### src/rtl/db_pkg.sv
// Shared state encoding, counter width and default timing for the button event detector.
package db_pkg;

  localparam int unsigned CNT_W             = 32;
  localparam int unsigned LONG_CYCLES_DEF   = 50_000_000;
  localparam int unsigned DOUBLE_WINDOW_DEF = 12_500_000;
  localparam int unsigned REPEAT_CYCLES_DEF = 10_000_000;

  typedef enum logic [2:0] {
    ST_IDLE    = 3'd0,
    ST_PRESSED = 3'd1,
    ST_LONG    = 3'd2,
    ST_GAP     = 3'd3,
    ST_SECOND  = 3'd4
  } state_e;

endpackage

### src/rtl/db_edge_detect.sv
// Rise/fall detection against a one-cycle registered copy of the input level.
module db_edge_detect (
  input  logic clk,
  input  logic rst,
  input  logic i_in,
  output logic o_rise_c,
  output logic o_fall_c,
  output logic o_level
);

  logic r_prev;

  // Resets low so a level already high at reset release reads as a rise.
  always_ff @(posedge clk or posedge rst) begin
    if (rst) r_prev <= 1'b0;
    else     r_prev <= i_in;
  end

  assign o_rise_c = i_in & ~r_prev;
  assign o_fall_c = ~i_in & r_prev;
  assign o_level  = r_prev;

endmodule

### src/rtl/db_button_event.sv
// Button event classifier: press/release/single/double/long pulses from a clean level.
// Repeat pulses during a long hold exist only when DB_BUTTON_EVENT_REPEAT_EN is defined.
module db_button_event
  import db_pkg::*;
#(
  parameter int unsigned LONG_CYCLES   = LONG_CYCLES_DEF,
  parameter int unsigned DOUBLE_WINDOW = DOUBLE_WINDOW_DEF,
  parameter int unsigned REPEAT_CYCLES = REPEAT_CYCLES_DEF
) (
  input  logic clk,
  input  logic rst,
  input  logic i_signal,
  output logic o_press,
  output logic o_release,
  output logic o_single_click,
  output logic o_double_click,
  output logic o_long_press,
  output logic o_repeat,
  output logic o_held
);

  localparam logic [CNT_W-1:0] LONG_LAST   = CNT_W'(LONG_CYCLES - 1);
  localparam logic [CNT_W-1:0] WINDOW_LAST = CNT_W'(DOUBLE_WINDOW - 1);
`ifdef DB_BUTTON_EVENT_REPEAT_EN
  localparam logic [CNT_W-1:0] REPEAT_LAST = CNT_W'(REPEAT_CYCLES - 1);
`endif

  state_e           r_state, w_state_nxt;
  logic [CNT_W-1:0] r_cnt, w_cnt_nxt, w_cnt_inc;
  logic             w_rise, w_fall;
  logic             r_press, r_release, r_single, r_double, r_long;
  logic             w_press_nxt, w_release_nxt, w_single_nxt, w_double_nxt, w_long_nxt;
`ifdef DB_BUTTON_EVENT_REPEAT_EN
  logic             r_repeat, w_repeat_nxt;
`endif

  db_edge_detect u_edge (
    .clk      (clk),
    .rst      (rst),
    .i_in     (i_signal),
    .o_rise_c (w_rise),
    .o_fall_c (w_fall),
    .o_level  (o_held)
  );

  assign w_cnt_inc = (&r_cnt) ? r_cnt : r_cnt + CNT_W'(1);

  // Next state, counter and pulse requests; fall beats long, rise beats timeout.
  always_comb begin
    w_state_nxt   = r_state;
    w_cnt_nxt     = w_cnt_inc;
    w_press_nxt   = 1'b0;
    w_release_nxt = 1'b0;
    w_single_nxt  = 1'b0;
    w_double_nxt  = 1'b0;
    w_long_nxt    = 1'b0;
`ifdef DB_BUTTON_EVENT_REPEAT_EN
    w_repeat_nxt  = 1'b0;
`endif
    case (r_state)
      ST_IDLE: begin
        w_cnt_nxt = '0;
        if (w_rise) begin
          w_state_nxt = ST_PRESSED;
          w_press_nxt = 1'b1;
        end
      end
      ST_PRESSED, ST_SECOND: begin
        if (w_fall) begin
          w_state_nxt   = (r_state == ST_PRESSED) ? ST_GAP : ST_IDLE;
          w_release_nxt = 1'b1;
        end else if (r_cnt == LONG_LAST) begin
          w_state_nxt = ST_LONG;
          w_long_nxt  = 1'b1;
        end
      end
      ST_LONG: begin
        if (w_fall) begin
          w_state_nxt   = ST_IDLE;
          w_release_nxt = 1'b1;
        end
`ifdef DB_BUTTON_EVENT_REPEAT_EN
        else if (r_cnt == REPEAT_LAST) begin
          w_cnt_nxt    = '0;
          w_repeat_nxt = 1'b1;
        end else begin
          w_cnt_nxt = r_cnt + CNT_W'(1);
        end
`else
        w_cnt_nxt = '0;
`endif
      end
      ST_GAP: begin
        if (w_rise) begin
          w_state_nxt  = ST_SECOND;
          w_press_nxt  = 1'b1;
          w_double_nxt = 1'b1;
        end else if (r_cnt == WINDOW_LAST) begin
          w_state_nxt  = ST_IDLE;
          w_single_nxt = 1'b1;
        end
      end
      default: begin
        w_state_nxt = ST_IDLE;
      end
    endcase
    if (w_state_nxt != r_state) w_cnt_nxt = '0;
  end

  always_ff @(posedge clk or posedge rst) begin
    if (rst) begin
      r_state   <= ST_IDLE;
      r_cnt     <= '0;
      r_press   <= 1'b0;
      r_release <= 1'b0;
      r_single  <= 1'b0;
      r_double  <= 1'b0;
      r_long    <= 1'b0;
`ifdef DB_BUTTON_EVENT_REPEAT_EN
      r_repeat  <= 1'b0;
`endif
    end else begin
      r_state   <= w_state_nxt;
      r_cnt     <= w_cnt_nxt;
      r_press   <= w_press_nxt;
      r_release <= w_release_nxt;
      r_single  <= w_single_nxt;
      r_double  <= w_double_nxt;
      r_long    <= w_long_nxt;
`ifdef DB_BUTTON_EVENT_REPEAT_EN
      r_repeat  <= w_repeat_nxt;
`endif
    end
  end

  assign o_press        = r_press;
  assign o_release      = r_release;
  assign o_single_click = r_single;
  assign o_double_click = r_double;
  assign o_long_press   = r_long;
`ifdef DB_BUTTON_EVENT_REPEAT_EN
  assign o_repeat       = r_repeat;
`else
  assign o_repeat       = 1'b0;
`endif

endmodule

### config.mk
export PLATFORM = sky130hd
export DESIGN_NAME = db_button_event
export DESIGN_NICKNAME = d
export VERILOG_FILES = /design/src/rtl/db_pkg.sv /design/src/rtl/db_edge_detect.sv /design/src/rtl/db_button_event.sv
export SDC_FILE = /design/constraint.sdc
export NUM_CORES = 1
export LEC_CHECK = 0
export ABC_AREA = 1
export BUFFER_PORTS_ARGS = -buffer_cell sky130_fd_sc_hd__buf_4
export CAP_MARGIN = 20
export CORE_ASPECT_RATIO = 0.7
export CORE_MARGIN = 3
export CORE_UTILIZATION = 50
export DETAILED_ROUTE_END_ITERATION = 6
export PLACE_DENSITY = 0.63
export SYNTH_ARGS = -nofsm -noshare
export SYNTH_HDL_FRONTEND = slang
export SYNTH_SLANG_ARGS = --single-unit
### constraint.sdc
create_clock -name clk -period 2.1 [get_ports clk]
set_input_delay 0.42 -clock clk [delete_from_list [all_inputs] [get_ports clk]]
set_output_delay 0.42 -clock clk [all_outputs]
set_load 0.03 [all_outputs]
Yosys cells after proc, flatten, opt, wreduce, memory -nomap -nowiden
Index checks and enable logic that the tools add are counted.
Widths: inputs -> output; s select.
- bits in registers: 41
- bits in writable memories: 0
- input port bits: 3
- ROM bits: 0
- bits in latches: 0
- memories: 0
- output and inout bits: 7
- logic and storage cells: 49
- magnitude comparators: 0
- reductions and logical operators: 6
- shifts and indexed selects: 0
- mux-type cells: 22
- bitwise operators: 4
- $add $sub $neg: 1
- equal/unequal tests: 8
- divide/modulo/power cells: 0
- multipliers: 0
- operator list (kind ; count):
    $mux 32 ; 3
    $add 32x1->32 const B ; 1
    $eq 32x24->1 const B ; 1
    $eq 32x26->1 const B ; 1
    $reduce_and 32->1 ; 1
    $mux 3 ; 6
    $pmux 3 s4 ; 1
    $mux 1 ; 11
    $eq 3x2->1 const B ; 2
    $reduce_or 2->1 ; 3
    $eq 3x1->1 const B ; 1
    $eq 3x3->1 const B ; 1
    $logic_not 3->1 ; 1
    $ne 3x2->1 const B ; 1
    $ne 3x3->1 ; 1
    $reduce_or 3->1 ; 1
    $and 1x1->1 ; 2
    $mux 2 ; 1
    $not 1->1 ; 2

Longest topological paths before layout
- word-level depth: 6
- gate-level depth with buffers: 15
- gate-level depth less buffers: 14

Hierarchy
Synthesis repeated with hierarchy kept, for this count alone.
- cells, all modules: 391
- area total of the unflattened synthesis: 2706.3 µm²
- by module, submodules not included (module ; times used ; cells an instance ; area an instance (µm²)):
    db_button_event ; 1 ; 385 ; 2662.6
    db_edge_detect ; 1 ; 6 ; 43.8

Least setup slack after synthesis
No wires, ideal clock.
- path kind: register to register
- start point: register r_cnt[0]
- end point: register r_cnt[12]
- setup time: 121 ps
- arrival: 1680 ps
- required time: 1979 ps
- slack: 299 ps
- buffers on the path: 1
- stages on the path, launching flop included: 14
- period minus slack after synthesis: 1801 ps
- path through: dfrtp_1 > ha_1 > nand2_1 > nor2_2 > nand2_1 > nor2_1 > nand3_1 > a21oi_2 > nand2_2 > nand2_1 > nand2_1 > nand2_2 > buf_6 > nor2_2
- word-level cells in the longest chain between the ends: 6
- ends and longest elaborated chain (item ; line ; source):
    start: declaration ; db_button_event.sv:29 ; logic [CNT_W-1:0] r_cnt, w_cnt_nxt, w_cnt_inc;
    start signal: assignment ; db_button_event.sv:124 ; r_cnt <= w_cnt_nxt;
    $eq 32x24->1 / $eq 32x26->1 (equally long branches) ; db_button_event.sv:98, db_button_event.sv:72 ;
    $mux 3 (on tied branches) ; db_button_event.sv:98, db_button_event.sv:72 ;
    $mux 3 (on tied branches) ; db_button_event.sv:94, db_button_event.sv:69 ;
    $pmux 3 s4 * ; db_button_event.sv:60 ; case (r_state)
    net w_state_nxt[0] ; db_button_event.sv:28 ; state_e r_state, w_state_nxt;
    $ne 3x3->1 * ; db_button_event.sv:107 ; if (w_state_nxt != r_state) w_cnt_nxt = '0;
    $ne 3x2->1 (no source line) / $mux 32 (equally long branches) ; - ;
The timed path passes the listed nets; every way through them passes the cells marked *. The select of a mux whose other input is x is not followed.
A chain may end at the register's enable or synchronous reset.

Final worst setup path
- start point: register r_cnt[1]
- end point: register r_cnt[2]
The elaborated chain is that of the path after synthesis.

==> results.toml <==
[timing]
slew_headroom_pct = 50.4
fmax_mhz = 493
period_share_pct = 96.6
hold_violations = 0
hold_slack_ps = 154
worst_pin_slew_ps = 739
skew_ps = 4.44
setup_viol = 0
min_period_ps = 2030
setup_slack_ps = 72.0
drv_slew = 0
grt_setup_unrepaired = "yes"

[logic_synthesis]
synth_top_family_by_area = "simple AND/OR/NAND/NOR gates"
synth-simple-area-share_pct = 42.5
yosysWarnings = 0
synth_area_per_cell_um2 = 6.66
synthMuxAreaShare_pct = 0
syn_nets = 436
ys_seq_area_share_pct = 35.7
synth_compound_area_share_pct = 7.00
synthAdderAreaFrac_pct = 0.435
syn_area_mm2 = 0.00288
synth.distinct_cells = 27
ys_ff_latch = 41
syn_inst = 432
synth-xor-area-share_pct = 2.13

[critical_path]
critPathCaptureType = "register"
cpMaxStageDelayCell = "dfrtp_1"
path_cells = "ha_2 -> nand2_2 -> nor2_4 -> nand2_1 -> nor2_2 -> nand2_2 -> nand2_2 -> nand2_1 -> nand2_2 -> nand2_2 -> nand2_2 -> nand2_4 -> nand2_8 -> clkbuf_16 -> nor2_2"
critPathBufInv = 1
crit_arrival_ps = 2220
startpoint_type = "register"
cp_max_fo = 6
critPathTopFamily = "simple AND/OR/NAND/NOR gates"
cp_slowest_stage_delay_ps = 380
crit_type = "reg2reg"
worstPathRequired_ps = 2290
path_common_cell = "nand2_2"

[die]
pin_count = 10
die_h_um = 69.5
dieArea_mm2 = 0.00671
rows = 22
die_w_um = 96.7
core_area_mm2 = 0.00540
initial_core_util_pct = 53.3

[cells_and_area]
finish.utilization_pct = 63.1
layout_common_cells = "nand2_1 (105), inv_1 (67), dfrtp_1 (41), nor2_1 (38), nor2_2 (37)"
nets = 465
final_cell_area_mm2 = 0.00341
fillers = 515
drive_gt1_share_pct = 22.9
antenna_cells = 0
layout.cells.most_common = "nand2_1"
syn_to_final_growth_pct = 18.4

[placement]
routabilityCongestion = 1.01
portBuffers = 8
dp_hpwl_um = 6090
place_ws_ps = 84.1
dpl_cell_area_mm2 = 0.00312

[worst_hold_path]
hp-class = "in2async"

[grt]
grt_pass1_vias = 2543
grt_max_degree = 23
busiest_layer = "met1"
use_met2_pct = 32.6
grt_first_pass_wirelength_um = 12900
met3_usage_pct = 3.62
grt_use_met1_pct = 39.3
antenna_found_initial = 0
grt_usage_pct = 24.0
grt_overflow_total = 0

[clocking]
cts_sinks = 41
cts_tree = "done"
worstSkewPairLatency_ps = 300
root_buffer = "clkbuf_8"
cts_buffers = 5
clkTransAtPathRegs_ps = 80
htreeDepth = 2
cts_buffer_depth = 2

[power]
p_leak_nw = 1.50
vdd_ir_drop_max_uv = 418
power.density_mw_per_mm2 = 881
total_power_mw = 3.00

[detailed_routing]
routedWlPerCell_um = 15.6
drtIter0Drc = 265
drcViolationCount = 0
viasPerCell = 5.45
num_vias = 2911
drtAntennaViolNets = 0
wl_um = 8340
firstDrtPassIters = 5

[run]
max-cap-violations = 0

[status]
status = "finished clean"
==> routing by layer <==
| metal | share of wire (%) | routed length, um |
|---|---|---|
| met1 | 50 | 4150 |
| met2 | 42 | 3470 |
| met3 | 7.6 | 637 |
| met4 | 1.0 | 87 |
| met5 | 0 | 0 |
==> layout make-up <==
cell class	instances	area, um^2	share of cell area [%]
clock buffers	7	96.3	2.83
inverters	71	268	7.86
well taps	72	90.1	2.64
clock inverters	1	5.00	0.147
multi-input cells	310	1580	46.4
repair buffers	32	342	10.0
flip-flops and latches	41	1030	30.1
==> sequential cells by signal (all words and copies together) (netlist names) <==
| signal | cells |
|---|---|
| o_release | 1 |
| r_cnt | 32 |
| r_state | 3 |
| o_press | 1 |
| o_long_press | 1 |
| o_single_click | 1 |
| o_double_click | 1 |
| u_edge.o_level | 1 |
==> report_power, final <==
part / switching [mW] / internal, mW / total (mW)
Clock: 0.287 / 0.297 / 0.584
Sequential: 0.0524 / 0.829 / 0.882
Combinational: 0.877 / 0.660 / 1.54
==> through the flow <==
| step | std cells | setup TNS, ps |
|---|---|---|
| after global placement | 520 | 0 |
| final | 534 | 0 |
| after global routing | 534 | -548 |
| after floorplan | 432 | 0 |
| after CTS | 528 | 0 |
| after detailed placement | 520 | 0 |
==> worst register-to-register path, delay by kind of cell (launching register included) <==
family        cells  cell delay, ps
simple gates     13            1180
flops             1             380
buf+inv           1             180
fa+ha+maj         1             190
==> path summary, 6_finish.rpt <==
check | from | end | slack (ps) | cells past startpoint
min reg2reg | r_cnt[5]$_DFFE_PP0P_ | o_single_click$_DFF_PP0_ | 620 | 3
min in group clk | i_signal | u_edge.o_level$_DFF_PP0_ | 230 | 1
max | r_cnt[1]$_DFFE_PP0P_ | r_cnt[2]$_DFFE_PP0P_ | 70 | 15
min | rst | u_edge.o_level$_DFF_PP0_ | 150 | 2
max reg2reg | r_cnt[1]$_DFFE_PP0P_ | r_cnt[2]$_DFFE_PP0P_ | 70 | 15
max in group asynchronous | rst | r_cnt[27]$_DFFE_PP0P_ | 1440 | 3
==> synth_stat cells <==
cell | instances | area share [%]
conb_1 | 1 | 0.13
buf_2 | 1 | 0.17
inv_2 | 2 | 0.26
nor2_2 | 33 | 7.2
buf_6 | 5 | 2.0
o21ai_0 | 18 | 3.1
xor2_1 | 7 | 2.1
nand4_1 | 8 | 1.7
ha_1 | 1 | 0.43
buf_4 | 2 | 0.52
inv_1 | 69 | 9.0
nand2_1 | 112 | 15
nand2_2 | 3 | 0.65
nor2_1 | 43 | 5.6
nor3_1 | 23 | 4.0
o211ai_2 | 1 | 0.43
a21oi_2 | 1 | 0.30
or2_2 | 5 | 1.1
a31oi_1 | 8 | 1.7
dfrtp_1 | 41 | 36
o21ai_1 | 2 | 0.35
nand3_1 | 33 | 5.7
clkbuf_1 | 2 | 0.26
nor3_2 | 1 | 0.35
nor2_4 | 2 | 0.78
nand3_2 | 2 | 0.70
a21oi_1 | 6 | 1.0
==> logic make-up after synthesis <==
logic type,Yosys count
other cells,1
xor+xnor,7
compound gates,36
fa+ha+maj,1
simple gates,265
flops,41
buf+inv,81
==> what timing repair did <==
item | in CTS | in global routing
setup buffers | 0 | 2
hold buffers | 0 | 0
resized for setup | 0 | 27
setup endpoints to repair | 0 | 32
(Power assumes the default switching activity.)
